===== config.mk =====
export PLATFORM = sky130hd
export DESIGN_NAME = ledm_scan_driver
export DESIGN_NICKNAME = d
export VERILOG_FILES = /design/src/rtl/ledm_scan_driver.sv
export SDC_FILE = /design/constraint.sdc
export NUM_CORES = 1
export LEC_CHECK = 0
export BUFFER_PORTS_ARGS = -buffer_cell sky130_fd_sc_hd__buf_2
export CAP_MARGIN = 20
export CORE_ASPECT_RATIO = 0.7
export CORE_MARGIN = 3
export CORE_UTILIZATION = 54
export DETAILED_ROUTE_END_ITERATION = 8
export GPL_TIMING_DRIVEN = 0
export PLACE_DENSITY = 0.75
export SKIP_CTS_REPAIR_TIMING = 1
export SLEW_MARGIN = 20
export SYNTH_ARGS = -nofsm -noshare
export SYNTH_HDL_FRONTEND = slang
export SYNTH_SLANG_ARGS = --single-unit

===== constraint.sdc =====
create_clock -name CLOCK_50MHz -period 2 [get_ports CLOCK_50MHz]
set_clock_uncertainty 0.15 [all_clocks]
set_input_delay 0.1 -clock CLOCK_50MHz [delete_from_list [all_inputs] [get_ports CLOCK_50MHz]]
set_output_delay 0.1 -clock CLOCK_50MHz [all_outputs]
set_load 0.01 [all_outputs]

===== src/rtl/ledm_scan_driver.sv =====
// ledm_scan_driver: column-multiplexed 5x8 LED matrix refresh with shadow/active frames.
// Optional BRIGHTNESS_EN adds bright[3:0], a per-frame row duty control.
module ledm_scan_driver #(
  parameter int N_COLS         = 5,
  parameter int N_ROWS         = 8,
  parameter int SCAN_DIV       = 50000,
  parameter int BLANK_CYC      = 500,
  parameter bit COL_ACTIVE_LOW = 1'b1
) (
  input  logic              CLOCK_50MHz,
  input  logic              RESET_N,
  input  logic              wr_en,
  input  logic [2:0]        wr_col,
  input  logic [N_ROWS-1:0] wr_data,
  input  logic              swap_req,
`ifdef BRIGHTNESS_EN
  input  logic [3:0]        bright,
`endif
  output logic              swap_pending,
  output logic              swap_done,
  output logic              frame_tick,
  output logic [N_COLS-1:0] LEDM_C,
  output logic [N_ROWS-1:0] LEDM_R
);

  localparam int DW = $clog2(SCAN_DIV);
  localparam int CW = (N_COLS > 1) ? $clog2(N_COLS) : 1;
  localparam logic [DW-1:0] DWELL_LAST = DW'(SCAN_DIV - 1);
  localparam logic [DW-1:0] BLANK_L    = DW'(BLANK_CYC);
  localparam logic [CW-1:0] COL_LAST   = CW'(N_COLS - 1);
  localparam logic [N_COLS-1:0] COL_OFF =
    COL_ACTIVE_LOW ? {N_COLS{1'b1}} : {N_COLS{1'b0}};

  logic [DW-1:0]     dwell_cnt;
  logic [CW-1:0]     col_idx;
  logic [N_ROWS-1:0] shadow [N_COLS];
  logic [N_ROWS-1:0] active [N_COLS];

  logic              dwell_end;
  logic              frame_end;
  logic              do_swap;
  logic              frame_start;
  logic              wr_ok;
  logic              drive;
  logic              row_en;
  logic [N_COLS-1:0] col_drv;

  assign dwell_end   = (dwell_cnt == DWELL_LAST);
  assign frame_end   = dwell_end && (col_idx == COL_LAST);
  assign do_swap     = frame_end && (swap_pending || swap_req);
  assign frame_start = (col_idx == '0) && (dwell_cnt == '0);
  assign wr_ok       = wr_en && ({1'b0, wr_col} < 4'(N_COLS));

`ifdef BRIGHTNESS_EN
  localparam int DRIVE_CYC = SCAN_DIV - BLANK_CYC;
  logic [3:0]    bright_q;
  logic [DW-1:0] drive_off;
  logic [31:0]   on_lim;
`endif

  always_comb begin
    col_drv = COL_OFF ^ (N_COLS'(1) << col_idx);
    drive   = (dwell_cnt >= BLANK_L);
`ifdef BRIGHTNESS_EN
    drive_off = dwell_cnt - BLANK_L;
    on_lim    = ((32'(bright_q) + 32'd1) * 32'(DRIVE_CYC)) >> 4;
    row_en    = drive && (32'(drive_off) < on_lim);
`else
    row_en    = drive;
`endif
  end

  always_ff @(posedge CLOCK_50MHz or negedge RESET_N) begin
    if (!RESET_N) begin
      dwell_cnt    <= '0;
      col_idx      <= '0;
      swap_pending <= 1'b0;
      swap_done    <= 1'b0;
      frame_tick   <= 1'b0;
      LEDM_C       <= COL_OFF;
      LEDM_R       <= '0;
      for (int i = 0; i < N_COLS; i++) begin
        shadow[i] <= '0;
        active[i] <= '0;
      end
`ifdef BRIGHTNESS_EN
      bright_q     <= 4'hF;
`endif
    end else begin
      dwell_cnt <= dwell_end ? '0 : dwell_cnt + 1'b1;
      if (dwell_end)
        col_idx <= (col_idx == COL_LAST) ? '0 : col_idx + 1'b1;
      if (wr_ok)
        shadow[wr_col] <= wr_data;
      // copy uses the pre-write shadow when a write coincides
      if (do_swap)
        active <= shadow;
      swap_pending <= do_swap ? 1'b0 : (swap_pending | swap_req);
      swap_done    <= do_swap;
      frame_tick   <= frame_start;
      LEDM_C       <= drive ? col_drv : COL_OFF;
      LEDM_R       <= row_en ? active[col_idx] : '0;
`ifdef BRIGHTNESS_EN
      if (frame_start)
        bright_q <= bright;
`endif
    end
  end

endmodule


== After elaboration in Yosys (flattened, before gate mapping) ==
Index checks and enable logic that the tools add are counted.

* Bits of input ports: 15
* Bits in registers: 115
* Logic and storage cells: 50
* Output and inout bits: 16

* Add/sub/neg operators: 2
* Bitwise logic cells: 4
* Shift-type cells: 1
* Multiplexer cells: 11
* Eq/ne operators: 2
* Reduce and logical (&&, ||, !) cells: 8
* Magnitude comparators: 5

{| class="wikitable"
|+ Operator list
! kind !! number
|-
| bitwise mux 40 bit || 1
|-
| two-way mux 8 bit || 4
|-
| binary-select mux 8 bit (select 3 bit) || 1
|-
| demux 8 bit (select 3 bit) || 1
|-
| adder 16 x 1 -> 16 bit (second input constant) || 1
|-
| == test 16 bit (second input constant) || 1
|-
| >= comparator 16 x 9 -> 1 bit (second input constant) || 1
|-
| logical NOT 16 bit || 1
|-
| two-way mux 16 bit || 1
|-
| >= comparator 4 bit (second input constant) || 2
|-
| NOT 3 -> 4 bit || 2
|-
| logical AND 1 bit || 5
|-
| two-way mux 5 bit || 1
|-
| NOT 5 bit || 1
|-
| left shift 1 x 3 -> 5 bit (first input constant) || 1
|-
| less-than comparator 4 x 1 -> 1 bit (second input constant) || 1
|-
| adder 3 x 1 -> 3 bit (second input constant) || 1
|-
| == test 3 bit (second input constant) || 1
|-
| logical NOT 3 bit || 1
|-
| less-than comparator 3 bit (second input constant) || 1
|-
| two-way mux 3 bit || 1
|-
| logical OR 1 bit || 1
|-
| two-way mux 1 bit || 1
|-
| bitwise OR 1 bit || 1
|}

== Logic depth before layout (Yosys ltp) ==
* Depth after elaboration: 6
* Depth in mapped cells: 7
* Depth with buffers taken out: 5

== Least setup slack after synthesis ==
Ideal clock, no wire load.

* Path kind: reg-to-reg
* From: reg col_idx[0]
* To: reg active[0] (netlist name)
* Clock period less this slack: 2019 ps
* Arrival time: 1742 ps
* Stages on the path, launching flop included: 8
* Setup time: 127 ps
* Setup slack: -19 ps
* Required time: 1723 ps
* Cell sequence: dfrtp_1 -> buf_2 -> inv_1 -> ha_1 -> o211ai_1 -> nor2_4 -> buf_6 -> mux2_1

* Word-level cells in the longest chain between the ends: 3

{| class="wikitable"
|+ RTL lines
! item !! RTL line !! source
|-
| from (decl) || 35 || <nowiki>logic [CW-1:0] col_idx;</nowiki>
|-
| from (signal assigned) || 92 || <nowiki>col_idx <= (col_idx == COL_LAST) ? '0 : col_idx + 1'b1;</nowiki>
|-
| == test 3 bit || 49 || <nowiki>assign frame_end = dwell_end && (col_idx == COL_LAST);</nowiki>
|-
| logical AND 1 bit || 49 ||
|-
| logical AND 1 bit || 50 || <nowiki>assign do_swap = frame_end && (swap_pending || swap_req);</nowiki>
|-
| to (signal assigned) || 97 || <nowiki>active <= shadow;</nowiki>
|-
| to (decl) || 37 || <nowiki>logic [N_ROWS-1:0] active [N_COLS];</nowiki>
|}

Every way passes these cells.
A chain may end at the register's enable or synchronous reset.

== Worst setup path after layout ==
* From: reg col_idx[0]
* To: reg active[23] (netlist name)

Same word-level chain as after synthesis.

==> out/results.tsv <==
stage	metric	value	unit
floorplan	placeableCoreArea	0.00858	mm^2
finish	multi_input_area	0.00201	mm^2
synthesis	netlist_instances	332	
job	maxCapViolations	0	
critical_path	cp_common_cell	buf_12	
floorplan	fp.dieArea	0.0102	mm^2
clock_tree	clk_latency	420	ps
critical_path	cp-start-kind	flop	
global_routing	grt_pass1_vias	3019	
place	numPortBuffers	29	
synthesis	synth-edff-count	0	
synthesis	synthArstFlopShare	100	%
global_routing	antenna_found_initial	0	
global_routing	grt_overflow	0	
route	wire_per_inst	19.5	um
critical_path	crit_fanout	10	
critical_path	crit_arrival	2250	ps
timing	fin_tns_setup	-3090	ps
critical_path	r2r_slack	-110	ps
route	viasPerCell	5.60	
clock_tree	cts-root-buf	clkbuf_16	
finish	antenna_cells	0	
timing	rsz0062_at_grt	yes	
place	hpwl	6.19	mm
critical_path	critPathRequiredTime	2140	ps
critical_path	crit_family	buffers and inverters	
route	routed_wl	10.4	mm
timing	slew_headroom	38.9	%
synthesis	synth_nets	354	
floorplan	num_io_pins	31	
clock_tree	cts_tree	done	
floorplan	start_util	56.4	%
route	route.antenna.remaining_nets	0	
floorplan	die_h	85.2	um
finish	area_growth	27.7	%
timing	tightest_slew	911	ps
synthesis	syn-mean-instance-area	14.6	um^2
timing	hold_viol_final	8	
route	drt_first_iter_violations	205	
global_routing	grt_max_degree	81	
critical_path	crit_path_start	col_idx[0]	
floorplan	fp-row-count	28	
power_and_ir_drop	power_density	939	mW/mm^2
critical_path	r2r_start	col_idx[0]	
timing	timing.final.crit_period	2110	ps
synthesis	ys_seq_area_share	59.5	%
synthesis	synth-seq-cells	115	
critical_path	max_stage_delay	460	ps
run_status	violations	hold timing, setup timing	
finish	instances_no_fill	533	
worst_hold_path	hold_class	primary input to asynchronous set/reset pin	
finish	fillerInstances	528	
timing	fmax	473	MHz
timing	whs	-2.03	ps
global_routing	track_usage	20.5	%
critical_path	cpMaxStageDelayCell	dfrtp_2	
power_and_ir_drop	ir_drop	516	uV
critical_path	worstSetupPathType	flop to flop	
critical_path	setup.worst_path.end_class	flop	
route	drc	0	
timing	finalCritPeriodShare	106	%
power_and_ir_drop	p_leak	2.83	nW
synthesis	netlist_area	0.00484	mm^2
synthesis	ys_types	38	
finish	nets	424	
clock_tree	cts_made_buffers	17	
clock_tree	numClockSinks	115	
critical_path	reg2reg_to	active[23]	
global_routing	grt_pass1_wl	15.5	mm
finish	drive_gt1_share	42.4	%
clock_tree	clk_path_buf_depth	2	
critical_path	cp_num_buf_inv	4	
clock_tree	cts.reportedPaths.clkPinSlew	50	ps
place	dp.cells	482	
timing	setup_viol	40	
power_and_ir_drop	total_power	5.81	mW
synthesis	synthFlopType	dfrtp_1	
finish	layout.area.seq	0.00289	mm^2
place	globalplace.congestion	0.809	
critical_path	path_cells	buf_12, clkinvlp_4, ha_4, o211ai_1, nor2_4, buf_12, buf_12, mux2_1	
run_status	outcome	complete, but fails checks	
critical_path	r2r_cells	8	
timing	fin_ws	-112	ps
synthesis	yosys_warnings	0	
clock_tree	cts_max_level	4	
route	dr_total_vias	2986	
timing	drv_slew	0	
route	firstDrtPassIters	4	
floorplan	die_w	119	um
placed cells by master (no fill, tap or decap), drive strengths merged, types with 9 or more instances in the layout:
master and count:
nor2 22, nand2 13, mux2 80, clkbuf 29, buf 49, xor2 10
dlygate4sd3 10, dfrtp 110, nor3 9
state kept, by name, summed over array words and instances, names as in the netlist:
| signal | flops |
|---|---|
| LEDM_C | 5 |
| swap_pending | 1 |
| dwell_cnt | 16 |
| LEDM_R | 8 |
| col_idx | 3 |
| frame_tick | 1 |
| active | 40 |
| swap_done | 1 |
| shadow | 40 |
metrics by stage:
stage          util (%)  area, um^2  setup slack [ps]
4_1_cts            67.0        5750              -296
5_1_grt            72.1        6190              -188
2_1_floorplan         -        4850              11.7
3_5_place_dp       60.3        5180              -267
3_3_place_gp       60.0        5150              -619
6_report           72.1        6190              -112
how the worst max path moves through the flow:
stage	to	slack, ps	cells past startpoint
finish	active[23]	-110	8
global route	active[23]	-190	8
CTS	active[10]	-300	7
detailed placement	active[9]	-270	7
global placement	shadow[25]	-620	1
floorplan	active[0]	10	7
cell type report:
cell class	count	area share, %
buffer	12	2.22
multi-input combinational	199	32.5
sequential	115	46.7
clock inverter	5	1.21
inverter	6	0.425
timing repair buffer	51	6.57
tap	120	2.43
clock buffer	25	8.01
where the power goes:
| part | total (mW) | switching, mW | internal, mW |
|---|---|---|---|
| Combinational | 0.290 | 0.120 | 0.170 |
| Clock | 2.91 | 0.974 | 1.94 |
| Sequential | 2.61 | 0.0959 | 2.51 |
| Total | 5.81 | 1.19 | 4.62 |
cells by family (layout without fill, tap and decap cells):
| kind of cell | count (synthesis) | in the layout | synth area share, % |
|---|---|---|---|
| and+or+nand+nor | 74 | 74 | 8.91 |
| buffers and inverters | 18 | 99 | 2.25 |
| adders and majority gates | 7 | 7 | 1.81 |
| xor gates and xnor gates | 14 | 14 | 2.53 |
| muxes | 89 | 89 | 22.5 |
| AOI/OAI and AO/OA | 15 | 15 | 2.45 |
| DFF | 115 | 115 | 59.5 |
synthesized netlist by cell type, types with 5 or more instances:
cell	number	area, um^2
xor2_1	10	87.6
mux2_1	40	450
ha_1	7	87.6
nor3_1	5	25.0
mux4_2	8	180
and4_1	5	43.8
dfrtp_1	110	2750
nand4_1	6	37.5
dfstp_2	5	131
inv_1	6	22.5
nor2_1	21	78.8
nand2_1	13	48.8
mux2_2	40	450
a22oi_1	8	60.1
layer usage:
metal | share of wire, % | global-route usage, % | wire, um
met3 | 4.5 | 6.46 | 469
met2 | 47 | 30.7 | 4860
met5 | 0 | 0 | 0
met1 | 47 | 27.8 | 4860
met4 | 1.9 | 8.94 | 197
(Power assumes the default switching activity.)
